--- src/rtl/max_k_pkg.sv ---
// Shared types and helpers for the sequential group-maximum block.
package max_k_pkg;

    // Two-state group FSM: collect K operands, then present the result.
    typedef enum logic {
        ACCEPT = 1'b0,
        EMIT   = 1'b1
    } state_e;

    // Index width: clog2(K), but never narrower than one bit (K=1 still needs a port).
    function automatic int unsigned idx_width(input int unsigned k);
        return (k <= 1) ? 1 : $clog2(k);
    endfunction

endpackage

--- src/rtl/max_gt_cmp.sv ---
// Combinational strict greater-than, natural or two's-complement.
module max_gt_cmp #(
    parameter int unsigned N = 8
) (
    input  logic [N-1:0] x,
    input  logic [N-1:0] y,
    input  logic         is_signed,
    output logic         gt
);

    logic [N-1:0] xa;
    logic [N-1:0] ya;
    logic [N:0]   sum;

    // Flipping the MSB maps two's-complement order onto unsigned order; then
    // x + ~y + 1 carries out exactly when x >= y, and equality is excluded.
    always_comb begin
        xa        = x;
        ya        = y;
        xa[N-1]   = x[N-1] ^ is_signed;
        ya[N-1]   = y[N-1] ^ is_signed;
        sum       = {1'b0, xa} + {1'b0, ~ya} + {{N{1'b0}}, 1'b1};
        gt        = sum[N] & (xa != ya);
    end

endmodule

--- src/rtl/max_k_seq.sv ---
// Accepts K operands per group over valid/ready, emits the group maximum and
// the 0-based position of its earliest occurrence.
module max_k_seq
    import max_k_pkg::*;
#(
    parameter int unsigned N     = 8,
    parameter int unsigned K     = 3,
    parameter int unsigned IDX_W = idx_width(K)
) (
    input  logic             clock,
    input  logic             reset_,
    input  logic             in_valid,
    output logic             in_ready,
    input  logic [N-1:0]     in_data,
    input  logic             in_signed,
    output logic             out_valid,
    input  logic             out_ready,
    output logic [N-1:0]     out_max,
    output logic [IDX_W-1:0] out_idx
);

    localparam logic [IDX_W-1:0] LAST = IDX_W'(K - 1);

    state_e           state_q, state_d;
    logic [IDX_W-1:0] cnt_q, cnt_d;
    logic [N-1:0]     max_q, max_d;
    logic [IDX_W-1:0] idx_q, idx_d;
    logic             mode_q, mode_d;
    logic             gt;

    max_gt_cmp #(
        .N(N)
    ) u_cmp (
        .x         (in_data),
        .y         (max_q),
        .is_signed (mode_q),
        .gt        (gt)
    );

    // Next-state: running max while accepting, hold result until consumed.
    always_comb begin
        state_d = state_q;
        cnt_d   = cnt_q;
        max_d   = max_q;
        idx_d   = idx_q;
        mode_d  = mode_q;
        unique case (state_q)
            ACCEPT: begin
                if (in_valid) begin
                    if (cnt_q == '0) begin
                        max_d  = in_data;
                        idx_d  = '0;
                        mode_d = in_signed;
                    end else if (gt) begin
                        // Strict compare: ties keep the earlier index.
                        max_d = in_data;
                        idx_d = cnt_q;
                    end
                    if (cnt_q == LAST) begin
                        cnt_d   = '0;
                        state_d = EMIT;
                    end else begin
                        cnt_d = cnt_q + 1'b1;
                    end
                end
            end
            EMIT: begin
                if (out_ready) begin
                    state_d = ACCEPT;
                end
            end
            default: state_d = ACCEPT;
        endcase
    end

    // State and datapath registers with asynchronous clear.
    always_ff @(posedge clock or negedge reset_) begin
        if (!reset_) begin
            state_q <= ACCEPT;
            cnt_q   <= '0;
            max_q   <= '0;
            idx_q   <= '0;
            mode_q  <= 1'b0;
        end else begin
            state_q <= state_d;
            cnt_q   <= cnt_d;
            max_q   <= max_d;
            idx_q   <= idx_d;
            mode_q  <= mode_d;
        end
    end

    // Outputs are state decodes and registered values only.
    always_comb begin
        in_ready  = (state_q == ACCEPT);
        out_valid = (state_q == EMIT);
        out_max   = max_q;
        out_idx   = idx_q;
    end

endmodule

--- config.mk ---
export PLATFORM = sky130hd
export DESIGN_NAME = max_k_seq
export DESIGN_NICKNAME = d
export VERILOG_FILES = /design/src/rtl/max_k_pkg.sv /design/src/rtl/max_gt_cmp.sv /design/src/rtl/max_k_seq.sv
export SDC_FILE = /design/constraint.sdc
export NUM_CORES = 1
export LEC_CHECK = 0
export BUFFER_PORTS_ARGS = -buffer_cell sky130_fd_sc_hd__buf_4
export CELL_PAD_IN_SITES_DETAIL_PLACEMENT = 1
export CELL_PAD_IN_SITES_GLOBAL_PLACEMENT = 1
export CORE_MARGIN = 4
export CORE_UTILIZATION = 40
export DETAILED_ROUTE_END_ITERATION = 12
export PLACE_DENSITY_LB_ADDON = 0.1
export SLEW_MARGIN = 20
export SYNTH_ARGS = -nofsm -noshare
export SYNTH_HDL_FRONTEND = slang
export SYNTH_SLANG_ARGS = --single-unit
--- constraint.sdc ---
create_clock -name clock -period 5.55 [get_ports clock]
set_input_delay 0.8325 -clock clock [delete_from_list [all_inputs] [get_ports clock]]
set_output_delay 0.8325 -clock clock [all_outputs]
set_load 0.01 [all_outputs]
# After elaboration in Yosys (flattened, before gate mapping)
# Cells that the tools add are included.
# totals
regBits	14
inputBits	13
output_inout_bits	12
word_cells	29
# classes
addsub	3
n_eq_ne	2
n_mux	9
bitwise	5
reduce_logical	5
# ops
cell	count
$mux 8	2
$add 8x8->9	1
$add 9x1->9 const B	1
$ne 8x8->1	1
$not 8->8	1
$mux 2	3
$reduce_and 3->1	2
$mux 1	3
$add 2x1->2 const B	1
$eq 2x2->1 const B	1
$logic_not 2->1	1
$pmux 1 s2	1
$reduce_and 2->1	1
$reduce_bool 2->1	1
$xor 1x1->1	2
$and 1x1->1	1
$not 1->1	1

# Logic depth before layout (Yosys ltp)
# Gate-level depths: netlist of the first run.
# depth
depth_word	7
mapped_depth	7
depth_no_buf	7

# Cells and area by module
# A second synthesis of the first run with hierarchy kept.
# hier_totals
hier_cells	66
hier_area_um2	768.2
# modules_own_cells
mod	n_inst	cells_per_inst	area_per_inst_um2	seq_area_each_um2
max_k_seq	1	38	549.3	350.3
max_gt_cmp	1	28	219.0	0.0

# Least setup slack after synthesis of the first run
# OpenSTA, ideal clock, no wires.
# synth_timing
path_type	input -> register
from	input in_data[7]
to	register max_q[0], in the netlist out_max[0]
setup_ps	125
t_arrival_ps	2394
required_ps	5425
slack_ps	3031
stages	7
n_path_buf	0
cell_sequence	xor2_1 > ha_1 > nand4_1 > nor2_1 > nor2_1 > a211oi_4 > mux2_2
# synth_via
elab_chain_cells	6
elab_cells_between_ends	7
cone_classes	add/sub: 2; eq/ne: 1; bitwise: 2; reduce/logical: 2
# synth_rtl
element	line_no	text
from (decl)	max_k_seq.sv:14	input logic [N-1:0] in_data,
$xor 1x1->1 (*)	max_gt_cmp.sv:20	xa[N-1] = x[N-1] ^ is_signed;
$add 8x8->9	max_gt_cmp.sv:22	sum = {1'b0, xa} + {1'b0, ~ya} + {{N{1'b0}}, 1'b1};
$add 9x1->9	max_gt_cmp.sv:22	
$and 1x1->1 (*)	max_gt_cmp.sv:23	gt = sum[N] & (xa != ya);
$reduce_bool 2->1 (no line) (*)	--	
$reduce_and 3->1 (no line) (*)	--	
to (signal assigned)	max_k_seq.sv:87	max_q <= max_d;
to (decl)	max_k_seq.sv:26	logic [N-1:0] max_q, max_d;
# Mark *: on every way between the ends. The rest lies on a longest branch, timed or not.
# A chain may end at the register's enable or synchronous reset.

# Worst setup path after layout of the first run
# layout_timing
from	input in_data[7]
to	register max_q[3], in the netlist out_max[3]
# Same word-level chain as after synthesis.

==> metrics.yaml, run 1 <==
synth:
  ys_seq_area_share_pct: 45.2
  synthTopCellsByArea: "dfrtp_1, mux2_2, ha_1"
  syn-instance-count: 67
  synth.net_count: 88
  synth_area_sq_um: 776
  synthesized_flop_and_latch_total: 14
  synth_compound_area_share_pct: 10.8
  post-synth-top-count-cell: "dfrtp_1"
  synth.avg_cell_area_sq_um: 11.6
  synth_top_area_cell: "dfrtp_1"
  largest_family_of_logic_cells_by_synthesized_area: "multiplexers"
  async_reset_ff_share_pct: 100
  yosysUniqueCellTypes: 22
  synth.yosys.warnings: 0
  post-synth-top-area-fraction_pct: 45.2
  synth.area.mux_share_pct: 15.8
  synth_simple_gate_area_share_pct: 8.71
  synth_flop_cell: "dfrtp_1"
  synth_common_cells: "dfrtp_1, mux2_2, ha_1, inv_1, a21oi_1"
  synth-edff-count: 0
  yosys.area_share.xor_xnor_pct: 2.26
  post_synth_fa_ha_maj_area_fraction_pct: 12.9
critical_path:
  slack_of_the_worst_reg_to_reg_path_ns: 3.22
  top_fanout_value_on_the_critical_path: 8
  r2r_end: "out_max[3]"
  crit_path_from: "in_data[7]"
  critical_path_class: "input pin to register"
  cp.arrival_ns: 2.71
  timing.critical_path.from_type: "input pin"
  number_of_cells_on_the_worst_reg_to_reg_path: 7
  critical_path.reg2reg.startpoint: "mode_q"
  crit_required_ns: 5.73
  endpoint_kind: "register"
clocking:
  post_cts_buffers: 0
  number_of_cells_upsized_or_downsized_after_cts: 0
  clock_tree.root_cell: "clkbuf_4"
  sink_count_of_the_clock_tree: 14
  worstSkewPairLatency_ns: 0.29
  max-clock-path-buffers: 2
  clock_tree.htree_level_count: 1
  hold_buffers: 0
  cts_tree: "yes"
  numCtsBuffers: 3
  cts.clk_slew.worst_paths_ns: 0.09
timing:
  setup_tns_ns: 0
  fin_worst_hold_slack_ns: 0.377
  unrepaired_setup_endpoints_after_global_routing: "false"
  post_layout_minimum_cycle_time_ns: 2.53
  fin_crit_sh_pct: 45.6
  final-max-slew-violation-count: 0
  max_slew.worst_pin.slew_ns: 0.741
  max_freq_mhz: 395
  finalHoldViolations: 0
  maxSlewHeadroom_pct: 50.2
  clock_skew_ns: 0.00168
  setup-violations-final: 0
global_route:
  initial_antenna_violation_count: 0
  overflow: 0
  gr-usage-all-layers_pct: 15.2
  grt_start_max_net_pins: 15
  grt_pass1_wl_mm: 2.93
  via_count_of_the_first_global_routing_pass: 702
route:
  drt_wl_total_mm: 1.69
  detail_route.vias_per_cell: 5.06
  drtPass1Iterations: 2
  drt-initial-drc-count: 5
  detail_route.wl_per_cell_microns: 14.1
  antenna_left: 0
  drcViolationCount: 0
  routed-via-count: 607
pwr:
  p_leak_uw: 0.000514
  power_density_of_the_placed_cells_nw_per_um2: 591
  power.ir.vdd_worst_mv: 0.269
job:
  cap_violations: 0
finish:
  final_layout_size_suffix_gt1_share_pct: 44.2
  fillers: 202
  sequential_cell_area_sq_um: 350
  number_of_inserted_diodes: 0
  area_overhead_of_the_layout_relative_to_synthesis_pct: 31.9
  nNetsFinal: 117
  multi_input_area_sq_um: 392
floorplan:
  design.die.area_sq_um: 2710
  design.core.area_sq_um: 1780
  die_width_microns: 52.0
  start_util_pct: 43.5
  rows: 15
  fp.dieH_microns: 52.0
  boundaryPins: 25
worst_hold_path:
  min_path_type: "input pin to asynchronous set/reset pin"
outcome:
  status: "finished clean"
placement:
  count_of_input_and_output_buffers: 24
  place_congestion: 0.770
  dpl.hpwl_mm: 1.38
state kept, by name (all words and copies together) (netlist names):
name,cells
out_valid,1
out_idx,2
mode_q,1
out_max,8
cnt_q,2
metrics by stage:
| stage | setup slack, ns | util [%] | total power [uW] | cell area, sq um | cells |
|---|---|---|---|---|---|
| after detailed placement | 2.67 | 55.4 | 542 | 987 | 116 |
| after floorplan | 3.03 | - | 416 | 776 | 67 |
| final | 3.02 | 57.4 | 605 | 1020 | 120 |
| after global routing | 2.90 | 57.4 | 666 | 1020 | 120 |
| after CTS | 2.99 | 57.4 | 620 | 1020 | 120 |
| after global placement | 2.74 | 55.4 | 523 | 987 | 116 |
worst max-delay path, cell delays in order:
cell and delay (ns):
buf_4 0.12, xor2_1 0.13, ha_1 0.32, nand4_1 0.15, nor2_1 0.20, nor2_1 0.11, a211oi_4 0.46, mux2_2 0.39
cell type report:
cell class,instances,area share [%]
repair buffers,24,17.6
well taps,25,3.06
clock buffers,4,3.55
flip-flops and latches,14,34.2
multi-input cells,44,38.3
inverters,9,3.30
metal layers:
| metal | track usage (%) | vias to the layer above | wire length (microns) |
|---|---|---|---|
| met5 | 0 | - | 0 |
| met2 | 28.2 | 16 | 917 |
| met4 | 7.86 | 0 | 29 |
| li1 | - | 293 | - |
| met1 | 15.4 | 295 | 661 |
| met3 | 3.44 | 3 | 82 |
placed cells by master (no fill, tap or decap), drive strengths merged, types with 2 or more instances in the layout:
master,n
buf,24
inv,9
nor2b,2
dfrtp,14
nand2,4
a21oi,4
nor2,2
clkbuf,4
ha,8
mux2,10
nand4,3
worst max-delay path by stage:
stage,endpoint,slack (ns),cells past startpoint
3_5_place_dp,out_max[0],2.67,8
4_1_cts,out_max[3],2.99,8
2_1_floorplan,out_max[0],3.03,7
5_1_grt,out_max[7],2.90,8
6_report,out_max[3],3.02,8
3_3_place_gp,out_max[3],2.74,8
power breakdown:
part	switching [uW]	total, uW	internal, uW
Combinational	159	341	182
Clock	35.7	75.7	40.0
Sequential	37.5	189	151
Total	232	605	373
cells by family after synthesis:
group | after synthesis
AOI/OAI and AO/OA | 10
xor gates and xnor gates | 2
adders and majority gates | 8
buffers and inverters | 9
DFF | 14
muxes | 11
and+or+nand+nor | 13
(Power assumes the default switching activity.)
==> run 2, diff against run 1 <==
--- a/config.mk
+++ b/config.mk
@@ -9,7 +9,7 @@
 export CELL_PAD_IN_SITES_DETAIL_PLACEMENT = 1
 export CELL_PAD_IN_SITES_GLOBAL_PLACEMENT = 1
 export CORE_MARGIN = 4
-export CORE_UTILIZATION = 40
+export CORE_UTILIZATION = 33
 export DETAILED_ROUTE_END_ITERATION = 12
 export PLACE_DENSITY_LB_ADDON = 0.1
 export SLEW_MARGIN = 20
==> constraint.sdc (replaced) <==
create_clock -name clock -period 2.1 [get_ports clock]
set_input_delay 0.315 -clock clock [delete_from_list [all_inputs] [get_ports clock]]
set_output_delay 0.315 -clock clock [all_outputs]
set_load 0.01 [all_outputs]
==> run 2 against run 1 <==
The run now ends with setup timing left. Clock power rose to 2.6 times the previous value. Sequential power rose to 2.7 times the previous value. Combinational power rose to 3.7 times the previous value. Global-route usage fell by 1.9 points. Flip-flop and latch count did not move.
==> metrics.yaml, run 2 (synthesized netlist as in run 1, its figures left out) <==
finish:
  number_of_inserted_diodes: 0
  fillers: 269
  final_layout_size_suffix_gt1_share_pct: 51.9
  area_overhead_of_the_layout_relative_to_synthesis_pct: 50.0
  most_common_library_cell_in_the_layout_ignoring_fill_and_taps: "buf_4"
  post_layout_instance_area_sq_um: 1160
  largest_register_ffs: 8
  final_core_utilization_pct: 52.1
  most-common-layout-cells: "buf_4, dfrtp_1, inv_1, ha_1, mux2_4"
  nNetsFinal: 128
pwr:
  p_leak_uw: 0.000602
  power_density_of_the_placed_cells_nw_per_um2: 1690
  clock_power_share_pct: 10.2
  design_power_total_uw: 1970
  netSwitchingFraction_pct: 37.1
  power_report.internal_total_uw: 1240
  switching_component_of_the_power_uw: 730
  power_frac_seq_pct: 25.6
  power.ir.vdd_worst_mv: 0.863
  power.share.combinational_pct: 64.3
critical_path:
  crit_required_ns: 2.28
  top_fanout_value_on_the_critical_path: 3
  endpoint_kind: "register"
  critical_path_class: "register to register"
  cp.arrival_ns: 2.34
  timing.critical_path.from_type: "register"
outcome:
  violations: "setup timing"
  status: "finished, violations left"
floorplan:
  start_util_pct: 34.7
  boundaryPins: 25
  die_width_microns: 56.5
  design.core.area_sq_um: 2230
  fp.dieH_microns: 56.5
  rows: 17
  design.die.area_sq_um: 3190
route:
  drtPass1Iterations: 3
  detail_route.wl_per_cell_microns: 14.4
  antenna_left: 0
  drt-initial-drc-count: 5
  detail_route.vias_per_cell: 4.92
  routed-via-count: 659
  drcViolationCount: 0
  drt_wl_total_mm: 1.93
timing:
  fin_crit_sh_pct: 103
  post_layout_minimum_cycle_time_ns: 2.16
  clock_skew_ns: 0.00167
  maxSlewHeadroom_pct: 75.0
  max_freq_mhz: 463
  worst_slack_ns: -0.0600
  max_slew.worst_pin.slew_ns: 0.375
  setup-violations-final: 9
  final-max-slew-violation-count: 0
  unrepaired_setup_endpoints_after_global_routing: "true"
  finalHoldViolations: 0
clocking:
  clock_tree.root_cell: "clkbuf_4"
  cts_tree: "yes"
  sink_count_of_the_clock_tree: 14
  cts.clk_slew.worst_paths_ns: 0.09
  numCtsBuffers: 3
  max-clock-path-buffers: 2
  worstSkewPairLatency_ns: 0.29
  clock_tree.htree_level_count: 1
placement:
  place_congestion: 0.705
  dpl_cell_area_sq_um: 1040
  count_of_input_and_output_buffers: 24
  dpl.hpwl_mm: 1.41
global_route:
  gr-usage-all-layers_pct: 13.2
  overflow: 0
  initial_antenna_violation_count: 0
  grt_start_max_net_pins: 15
  via_count_of_the_first_global_routing_pass: 702
  grt_pass1_wl_mm: 3.25
worst_hold_path:
  min_path_type: "input pin to register"
job:
  cap_violations: 0
run 2: cell types whose count changed in the layout (fill, tap and decap cells not counted), sizes merged:
cell	before	now
dlygate4sd3	0	1
buf	24	34
run 2: timing repair:
item / in CTS / in global routing
hold endpoints to repair: 14 / 0
gates cloned: 0 / 0
buffers inserted: 2 / 2
hold buffers: 1 / 0
setup endpoints to repair: 10 / 9
pin swaps: 7 / 0
resized for setup: 13 / 0
run 2: critical path, cell delays in order (launching register included):
cell      delay (ns)
dfrtp_1         0.42
xor2_1          0.16
ha_1            0.33
nand4_1         0.13
nor2_2          0.19
nor2_2          0.09
a211oi_4        0.23
buf_4           0.17
mux2_2          0.32
run 2: area by class of cell:
class,count,area (sq um),share of cell area (%)
inverter,9,33.8,2.90
tap,28,35.0,3.01
clock buffer,4,36.3,3.12
multi-input combinational,44,439,37.7
timing repair buffer,35,269,23.1
sequential,14,350,30.1
run 2: path summary, 6_finish.rpt:
check                          start          to  slack [ns]  cells after the start
max                           mode_q  out_max[7]       -0.06                      8
min                        out_ready   out_valid        0.21                      2
max reg2reg                   mode_q  out_max[7]       -0.06                      8
min reg2reg                 cnt_q[1]    cnt_q[1]        0.52                      2
max in group asynchronous     reset_    cnt_q[0]        1.53                      2
min in group asynchronous     reset_  out_max[2]        0.41                      2
run 2: per-layer routing:
layer | GRT usage (%) | vias to the layer above | part of all wire (%)
met5 | 0 | - | 0
met4 | 6.10 | 0 | 2.4
met3 | 3.68 | 5 | 4.6
met2 | 21.5 | 17 | 51
met1 | 16.1 | 322 | 42
li1 | - | 315 | -
run 2: power groups by stage:
stage                     Combinational (uW)  Sequential [uW]  Clock (uW)
after global routing                    1380              529         219
final                                   1260              503         200
after global placement                  1030              495           0
after detailed placement                1050              507           0
after CTS                               1220              505         210
after floorplan                          564              536           0
run 2: through the flow:
step                hold slack (ns)  setup slack, ns  std cells  setup TNS (ns)
floorplan                    0.0194         -0.00406         67         -0.0324
global placement              0.179          -0.0535        125          -0.319
detailed placement            0.178           -0.114        125          -0.810
CTS                           0.200          -0.0338        132          -0.215
global route                  0.196           -0.180        134           -1.56
finish                        0.208          -0.0600        134          -0.379
